## src/rtl/t07_fpu_muldiv_if.sv

```systemverilog
// Request/response bundle between the FPU and the fixed-point mul/div responder.
interface t07_fpu_muldiv_if #(
    parameter int WIDTH = 32
);
    logic             start;
    logic             op;
    logic [WIDTH-1:0] inA;
    logic [WIDTH-1:0] inB;
    logic             busy;
    logic             done;
    logic [WIDTH-1:0] result;
    logic [WIDTH-1:0] remainder;
    logic             sign;
    logic             overflow;
    logic             div_by_zero;

    modport master (
        output start, op, inA, inB,
        input  busy, done, result, remainder, sign, overflow, div_by_zero
    );

    modport slave (
        input  start, op, inA, inB,
        output busy, done, result, remainder, sign, overflow, div_by_zero
    );
endinterface

```

## src/rtl/t07_fpu_muldiv.sv

```systemverilog
// Multi-cycle signed fixed-point multiply/divide responder.
// Operates on magnitudes (shift-add multiply, restoring divide, one bit per
// clock) and applies the sign and saturation when the result is written.
//
// state  | meaning
// -------+-------------------------------------------------------------
// IDLE   | waiting for start
// MUL    | shift-add multiply, WIDTH iterations
// DIV    | restoring divide, WIDTH+FRAC iterations (exits at once on /0)
// DONE   | one-cycle done pulse; a new start is accepted here as well
module t07_fpu_muldiv #(
    parameter int WIDTH = 32,
    parameter int FRAC  = 16
) (
    input  logic                clk,
    input  logic                rst,
    t07_fpu_muldiv_if.slave     bus
);
    localparam int QW = WIDTH + FRAC;
    localparam int CW = $clog2(QW + 1);

    typedef enum logic [1:0] {
        S_IDLE,
        S_MUL,
        S_DIV,
        S_DONE
    } state_t;

    state_t state, state_n;

    logic [CW-1:0]      cnt;
    logic [WIDTH-1:0]   mag_a;
    logic [WIDTH-1:0]   mag_b;
    logic               sign_a;
    logic               sign_r;
    logic [2*WIDTH-1:0] prod;
    logic [QW-1:0]      quo;
    logic [WIDTH-1:0]   rem_r;
    logic [WIDTH-1:0]   result_r;
    logic [WIDTH-1:0]   rem_out;
    logic               ovf_r;
    logic               dbz_r;

    logic               accept;
    logic [WIDTH-1:0]   in_a_mag;
    logic [WIDTH-1:0]   in_b_mag;
    logic [WIDTH:0]     mul_sum;
    logic [2*WIDTH-1:0] prod_next;
    logic [WIDTH:0]     div_rsh;
    logic [WIDTH:0]     div_diff;
    logic               div_qbit;
    logic [WIDTH-1:0]   rem_next;
    logic [QW-1:0]      quo_next;
    logic [WIDTH-1:0]   fin_mag;
    logic               fin_ovf;
    logic [WIDTH-1:0]   fin_res;
    logic [WIDTH-1:0]   sat_val;
    logic [WIDTH-1:0]   div_rem_signed;
    logic [WIDTH-1:0]   dbz_rem;

    assign accept   = bus.start && ((state == S_IDLE) || (state == S_DONE));
    assign in_a_mag = bus.inA[WIDTH-1] ? (~bus.inA + 1'b1) : bus.inA;
    assign in_b_mag = bus.inB[WIDTH-1] ? (~bus.inB + 1'b1) : bus.inB;

    // State register.
    always_ff @(posedge clk or posedge rst) begin
        if (rst) begin
            state <= S_IDLE;
        end else begin
            state <= state_n;
        end
    end

    // Next-state logic; a zero divisor leaves DIV after a single cycle.
    always_comb begin
        state_n = state;
        case (state)
            S_IDLE: begin
                if (bus.start) begin
                    state_n = bus.op ? S_DIV : S_MUL;
                end
            end
            S_MUL: begin
                if (cnt == '0) begin
                    state_n = S_DONE;
                end
            end
            S_DIV: begin
                if ((mag_b == '0) || (cnt == '0)) begin
                    state_n = S_DONE;
                end
            end
            S_DONE: begin
                if (bus.start) begin
                    state_n = bus.op ? S_DIV : S_MUL;
                end else begin
                    state_n = S_IDLE;
                end
            end
            default: state_n = S_IDLE;
        endcase
    end

    // One iteration of each algorithm plus the final sign/saturation step.
    always_comb begin
        mul_sum   = {1'b0, prod[2*WIDTH-1:WIDTH]} + (prod[0] ? {1'b0, mag_a} : '0);
        prod_next = {mul_sum, prod[WIDTH-1:1]};

        div_rsh   = {rem_r, quo[QW-1]};
        div_diff  = div_rsh - {1'b0, mag_b};
        div_qbit  = ~div_diff[WIDTH];
        rem_next  = div_qbit ? div_diff[WIDTH-1:0] : div_rsh[WIDTH-1:0];
        quo_next  = {quo[QW-2:0], div_qbit};

        fin_mag = quo_next[WIDTH-1:0];
        fin_ovf = (|quo_next[QW-1:WIDTH]) | quo_next[WIDTH-1];
        if (state == S_MUL) begin
            fin_mag = prod_next[WIDTH+FRAC-1:FRAC];
            fin_ovf = (|prod_next[2*WIDTH-1:WIDTH+FRAC]) | prod_next[WIDTH+FRAC-1];
        end

        sat_val = sign_r ? {1'b1, {(WIDTH-1){1'b0}}} : {1'b0, {(WIDTH-1){1'b1}}};
        if (fin_ovf) begin
            fin_res = sat_val;
        end else if (sign_r) begin
            fin_res = ~fin_mag + 1'b1;
        end else begin
            fin_res = fin_mag;
        end

        div_rem_signed = sign_a ? (~rem_next + 1'b1) : rem_next;
        // Rebuilding inA from its magnitude also covers the most negative value.
        dbz_rem        = sign_a ? (~mag_a + 1'b1) : mag_a;
    end

    // Operand capture, iteration and result registers.
    always_ff @(posedge clk or posedge rst) begin
        if (rst) begin
            cnt      <= '0;
            mag_a    <= '0;
            mag_b    <= '0;
            sign_a   <= 1'b0;
            sign_r   <= 1'b0;
            prod     <= '0;
            quo      <= '0;
            rem_r    <= '0;
            result_r <= '0;
            rem_out  <= '0;
            ovf_r    <= 1'b0;
            dbz_r    <= 1'b0;
        end else if (accept) begin
            mag_a  <= in_a_mag;
            mag_b  <= in_b_mag;
            sign_a <= bus.inA[WIDTH-1];
            sign_r <= bus.inA[WIDTH-1] ^ bus.inB[WIDTH-1];
            ovf_r  <= 1'b0;
            dbz_r  <= 1'b0;
            prod   <= {{WIDTH{1'b0}}, in_b_mag};
            quo    <= {in_a_mag, {FRAC{1'b0}}};
            rem_r  <= '0;
            cnt    <= bus.op ? CW'(QW - 1) : CW'(WIDTH - 1);
        end else begin
            case (state)
                S_MUL: begin
                    prod <= prod_next;
                    if (cnt == '0) begin
                        result_r <= fin_res;
                        rem_out  <= '0;
                        ovf_r    <= fin_ovf;
                    end else begin
                        cnt <= cnt - CW'(1);
                    end
                end
                S_DIV: begin
                    if (mag_b == '0) begin
                        dbz_r    <= 1'b1;
                        ovf_r    <= 1'b0;
                        result_r <= sat_val;
                        rem_out  <= dbz_rem;
                    end else begin
                        quo   <= quo_next;
                        rem_r <= rem_next;
                        if (cnt == '0) begin
                            result_r <= fin_res;
                            rem_out  <= div_rem_signed;
                            ovf_r    <= fin_ovf;
                        end else begin
                            cnt <= cnt - CW'(1);
                        end
                    end
                end
                default: ;
            endcase
        end
    end

    assign bus.busy        = (state == S_MUL) || (state == S_DIV);
    assign bus.done        = (state == S_DONE);
    assign bus.result      = result_r;
    assign bus.remainder   = rem_out;
    assign bus.sign        = sign_r;
    assign bus.overflow    = ovf_r;
    assign bus.div_by_zero = dbz_r;
endmodule

```

## src/flat_wrapper.sv

```systemverilog
// flat-port wrapper written by rule: the top's interface ports become plain ports
module t07_fpu_muldiv_flat 
#(
    parameter int WIDTH = 32,
    parameter int FRAC  = 16
)
  (clk, rst, bus_start, bus_op, bus_inA, bus_inB, bus_busy, bus_done, bus_result, bus_remainder, bus_sign, bus_overflow, bus_div_by_zero);
  t07_fpu_muldiv_if #(.WIDTH(WIDTH)) bus_i ();
  input  logic clk;
  input  logic rst;
  input wire logic [$bits(bus_i.start)-1:0] bus_start;
  input wire logic [$bits(bus_i.op)-1:0] bus_op;
  input wire logic [$bits(bus_i.inA)-1:0] bus_inA;
  input wire logic [$bits(bus_i.inB)-1:0] bus_inB;
  output wire logic [$bits(bus_i.busy)-1:0] bus_busy;
  output wire logic [$bits(bus_i.done)-1:0] bus_done;
  output wire logic [$bits(bus_i.result)-1:0] bus_result;
  output wire logic [$bits(bus_i.remainder)-1:0] bus_remainder;
  output wire logic [$bits(bus_i.sign)-1:0] bus_sign;
  output wire logic [$bits(bus_i.overflow)-1:0] bus_overflow;
  output wire logic [$bits(bus_i.div_by_zero)-1:0] bus_div_by_zero;
  assign bus_i.start = bus_start;
  assign bus_i.op = bus_op;
  assign bus_i.inA = bus_inA;
  assign bus_i.inB = bus_inB;
  assign bus_busy = bus_i.busy;
  assign bus_done = bus_i.done;
  assign bus_result = bus_i.result;
  assign bus_remainder = bus_i.remainder;
  assign bus_sign = bus_i.sign;
  assign bus_overflow = bus_i.overflow;
  assign bus_div_by_zero = bus_i.div_by_zero;
  t07_fpu_muldiv #(.WIDTH(WIDTH), .FRAC(FRAC)) u_core (.clk(clk), .rst(rst), .bus(bus_i));
endmodule
```

## config.mk

```make
export PLATFORM = sky130hd
export DESIGN_NAME = t07_fpu_muldiv_flat
export DESIGN_NICKNAME = d
export VERILOG_FILES = /design/src/rtl/t07_fpu_muldiv_if.sv /design/src/rtl/t07_fpu_muldiv.sv /design/src/flat_wrapper.sv
export SDC_FILE = /design/constraint.sdc
export NUM_CORES = 1
export LEC_CHECK = 0
export ABC_CLOCK_PERIOD_IN_PS = 18680
export BUFFER_PORTS_ARGS = -buffer_cell sky130_fd_sc_hd__buf_4
export CAP_MARGIN = 30
export CORE_MARGIN = 2
export CORE_UTILIZATION = 35
export CTS_CLUSTER_DIAMETER = 120
export DETAILED_ROUTE_END_ITERATION = 8
export GPL_TIMING_DRIVEN = 1
export PLACE_DENSITY_LB_ADDON = 0.1
export SYNTH_ARGS = -nofsm -noshare
export SYNTH_HDL_FRONTEND = slang
export SYNTH_SLANG_ARGS = --single-unit
```

## constraint.sdc

```tcl
create_clock -name clk -period 18.68 [get_ports clk]
set_clock_uncertainty 0.1 [all_clocks]
set_input_delay 3.736 -clock clk [delete_from_list [all_inputs] [get_ports clk]]
set_output_delay 3.736 -clock clk [all_outputs]
set_load 0.03 [all_outputs]
```

==> results.yml <==
clocking:
  hold_buffers: 0
  clock_path_buffers: 3
  cts_buffers: 39
  cts_htree_levels: 2
  cts_tree: "yes"
  cts_sinks: 284
  clkTransAtPathRegs_ns: 0.06
  cts_setup_buffers: 0
  cts-root-buf: "clkbuf_16"
  postCtsResizedCells: 0
  clkLatencyLatePin_ns: 0.57
placed_design:
  place_ws_ns: 11.71
  port_buffers: 136
  numPlacedInstances: 3288
  gp_congestion: 0.910
  dpl_cell_area_um2: 22200
  hpwl_um: 53200
timing:
  fmax_mhz: 155
  period_minus_slack_ns: 6.45
  setup_tns_ns: 0
  setup-violations-final: 0
  slew_headroom_pct: 16.7
  rsz0062_at_grt: "false"
  drv_slew: 0
  fin_crit_sh_pct: 34.5
  hold_ws_ns: 0.379
  hold_viol_final: 0
  setup_slack_ns: 12.23
  max_slew.worst_pin.slew_ns: 1.25
global_route:
  grt_max_degree: 165
  grt_pass1_wl_um: 111000
  grt_remaining_overflow: 0
  antenna_found_initial: 5
  grt_pass1_vias: 18100
  grt_util_all_layers_pct: 23.6
detailed_routing:
  first_iter_violations: 1488
  drc: 0
  final_antenna_net_count: 0
  dr.pass1.iters: 5
  vias: 19000
  vias_per_cell: 5.65
  wl_per_cell_um: 21.3
  wl_um: 71500
floorplan:
  die_w_um: 246
  dieHeight_um: 246
  start_util_pct: 35.5
  ios: 137
  die_area_um2: 60600
  core_area_um2: 57800
  num_rows: 88
pwr:
  power.density_nw_per_um2: 209
  total_leakage_power_nw: 10.4
  vdd_ir_drop_max_uv: 92.4
  power.total_mw: 4.94
cells_and_area:
  final_area_um2: 23600
  final_cells: 3362
  drive_gt1_share_pct: 11.4
  final_util_pct: 40.8
  area_growth_syn_to_layout_pct: 14.8
  nets: 2710
critical_path:
  crit_path_max_fanout: 4
  end_kind: "flip-flop"
  timing.rr.end: "u_core.bus.remainder[24]"
  worst_ep_arrival_time_ns: 6.82
  worstRegToRegCells: 21
  regToRegStartpoint: "u_core.quo[47]"
  reg2reg_slack_ns: 12.42
  critPathLaunchType: "input port"
  crit_required_ns: 19.05
  worst-setup-path-type: "in2reg"
yosys:
  yosysSeqAreaShare_pct: 34.6
  synth_warnings: 0
  synth_ff_type: "dfrtp_1"
  synth_nets: 2655
  yosys.area.top_type: "dfrtp_1"
  synth_top_area_share_pct: 34.6
  syn_area_um2: 20500
  ys_async_sr_fraction_pct: 100
  synth.avg_cell_area_um2: 8.18
  syn_inst: 2510
  synthDistinctLibCells: 91
  synth.area.top_cells: "dfrtp_1 (35%), a21oi_1 (6.7%), nand2_1 (6.0%)"
  synth_edf_count: 0
  ys_seq_elements: 284
hold_path:
  hold_path.class: "reg2reg"
  min_path_cells: 2
  hold_end: "u_core.bus.remainder[27]"
  min_from: "u_core.bus.remainder[27]"
status:
  status: "complete, no violations"
job:
  maxCapViolCount: 0
[kinds of logic after synthesis]
| kind of cell | Yosys count | share of synthesized area (%) |
|---|---|---|
| buffers and inverters | 227 | 4.36 |
| adders and majority gates | 77 | 4.76 |
| AOI/OAI and AO/OA | 783 | 24.6 |
| DFF | 284 | 34.6 |
| muxes | 68 | 3.41 |
| xor gates and xnor gates | 182 | 7.76 |
| and+or+nand+nor | 889 | 20.5 |
[placed cells by master, fill, tap and decap left out, types with 20 or more instances in the layout]
| master | instances |
|---|---|
| a211oi_1 | 59 |
| a21o_1 | 34 |
| a21oi_1 | 274 |
| a31oi_1 | 20 |
| and2_1 | 49 |
| and3_1 | 36 |
| buf_4 | 155 |
| clkbuf_16 | 40 |
| dfrtp_1 | 284 |
| ha_1 | 74 |
| inv_1 | 78 |
| mux2i_1 | 61 |
| nand2_1 | 325 |
| nand2b_1 | 21 |
| nand3_1 | 33 |
| nand4_1 | 28 |
| nor2_1 | 223 |
| nor2b_1 | 25 |
| nor3_1 | 40 |
| nor4_1 | 24 |
| o211ai_2 | 20 |
| o21ai_0 | 139 |
| o21ai_1 | 20 |
| o31ai_1 | 35 |
| or3_1 | 23 |
| or4_1 | 20 |
| xnor2_1 | 81 |
| xor2_1 | 101 |
[flip-flops by register name (all words and copies together), names as in the netlist, 2 cells and up]
name / count
u_core.state: 2
u_core.cnt: 6
u_core.bus.result: 32
u_core.quo: 48
u_core.prod: 64
u_core.rem_r: 32
u_core.bus.remainder: 32
u_core.mag_b: 32
u_core.mag_a: 32
[how the worst max path moves through the flow]
stage                      startpoint                endpoint  slack (ns)  depth (start not counted)
after floorplan                   rst  u_core.bus.div_by_zero        7.01                          1
after global placement    bus_inA[10]          u_core.quo[47]       11.70                         11
after detailed placement   bus_inA[6]          u_core.quo[47]       11.71                         11
after CTS                  bus_inA[6]          u_core.quo[47]       12.30                         11
after global routing       bus_inA[6]          u_core.quo[47]       12.01                         11
final                      bus_inA[6]          u_core.quo[47]       12.23                         11
[synth_stat cells (10+ instances only)]
cell type  count
and3_1        36
o211ai_1      19
and2_1        50
nand2b_1      22
buf_2         14
a21o_1        34
or3_1         23
xnor2_1       81
nor4_1        24
o21a_1        19
a211oi_1      59
o41ai_1       19
dfrtp_1      284
xor2_1       101
mux2i_1       61
or4_1         20
ha_1          75
buf_1         13
nand4_1       28
clkbuf_1     115
nand2_1      326
o211ai_2      20
nand3_1       33
o31ai_1       35
o21bai_1      10
o21ai_0      140
inv_1         79
o21ai_1       20
a21boi_0      18
nor2b_1       26
a31oi_1       20
a21oi_1      274
nor3_1        40
nor2_1       224
[report_power, final]
| part | switching (mW) | leakage, nW | internal (mW) |
|---|---|---|---|
| sequential | 0.284 | 3.52 | 0.849 |
| clock | 0.313 | 0.651 | 0.467 |
| combinational | 1.96 | 6.20 | 1.07 |
[worst max-delay path: stages]
cell and delay (ns):
buf_4 0.12, nor4_1 0.55, nand4_1 0.26, nand2b_1 0.24, or4_1 0.45, nand2b_1 0.21, or2_1 0.26, or4_1 0.43
nor4b_1 0.33, nand2_1 0.12, o21ai_0 0.10
[metal layers]
layer / GRT usage, % / vias to the layer above / share of wire, %
li1: - / 9136 / -
met1: 35.6 / 9278 / 49
met2: 34.9 / 491 / 43
met3: 3.63 / 75 / 5.4
met4: 5.46 / 0 / 2.0
met5: 0 / - / 0
[cell type report]
type                            count  area, um^2
Antenna cell                        2        5.00
Clock buffer                       54        1130
Clock inverter                     17         188
Fill cell                        5877       34200
Inverter                           80         308
Multi-Input combinational cell   1999       12600
Sequential cell                   284        7110
Tap cell                          765         957
Timing Repair Buffer              161        1300
(Power assumes the default switching activity.)
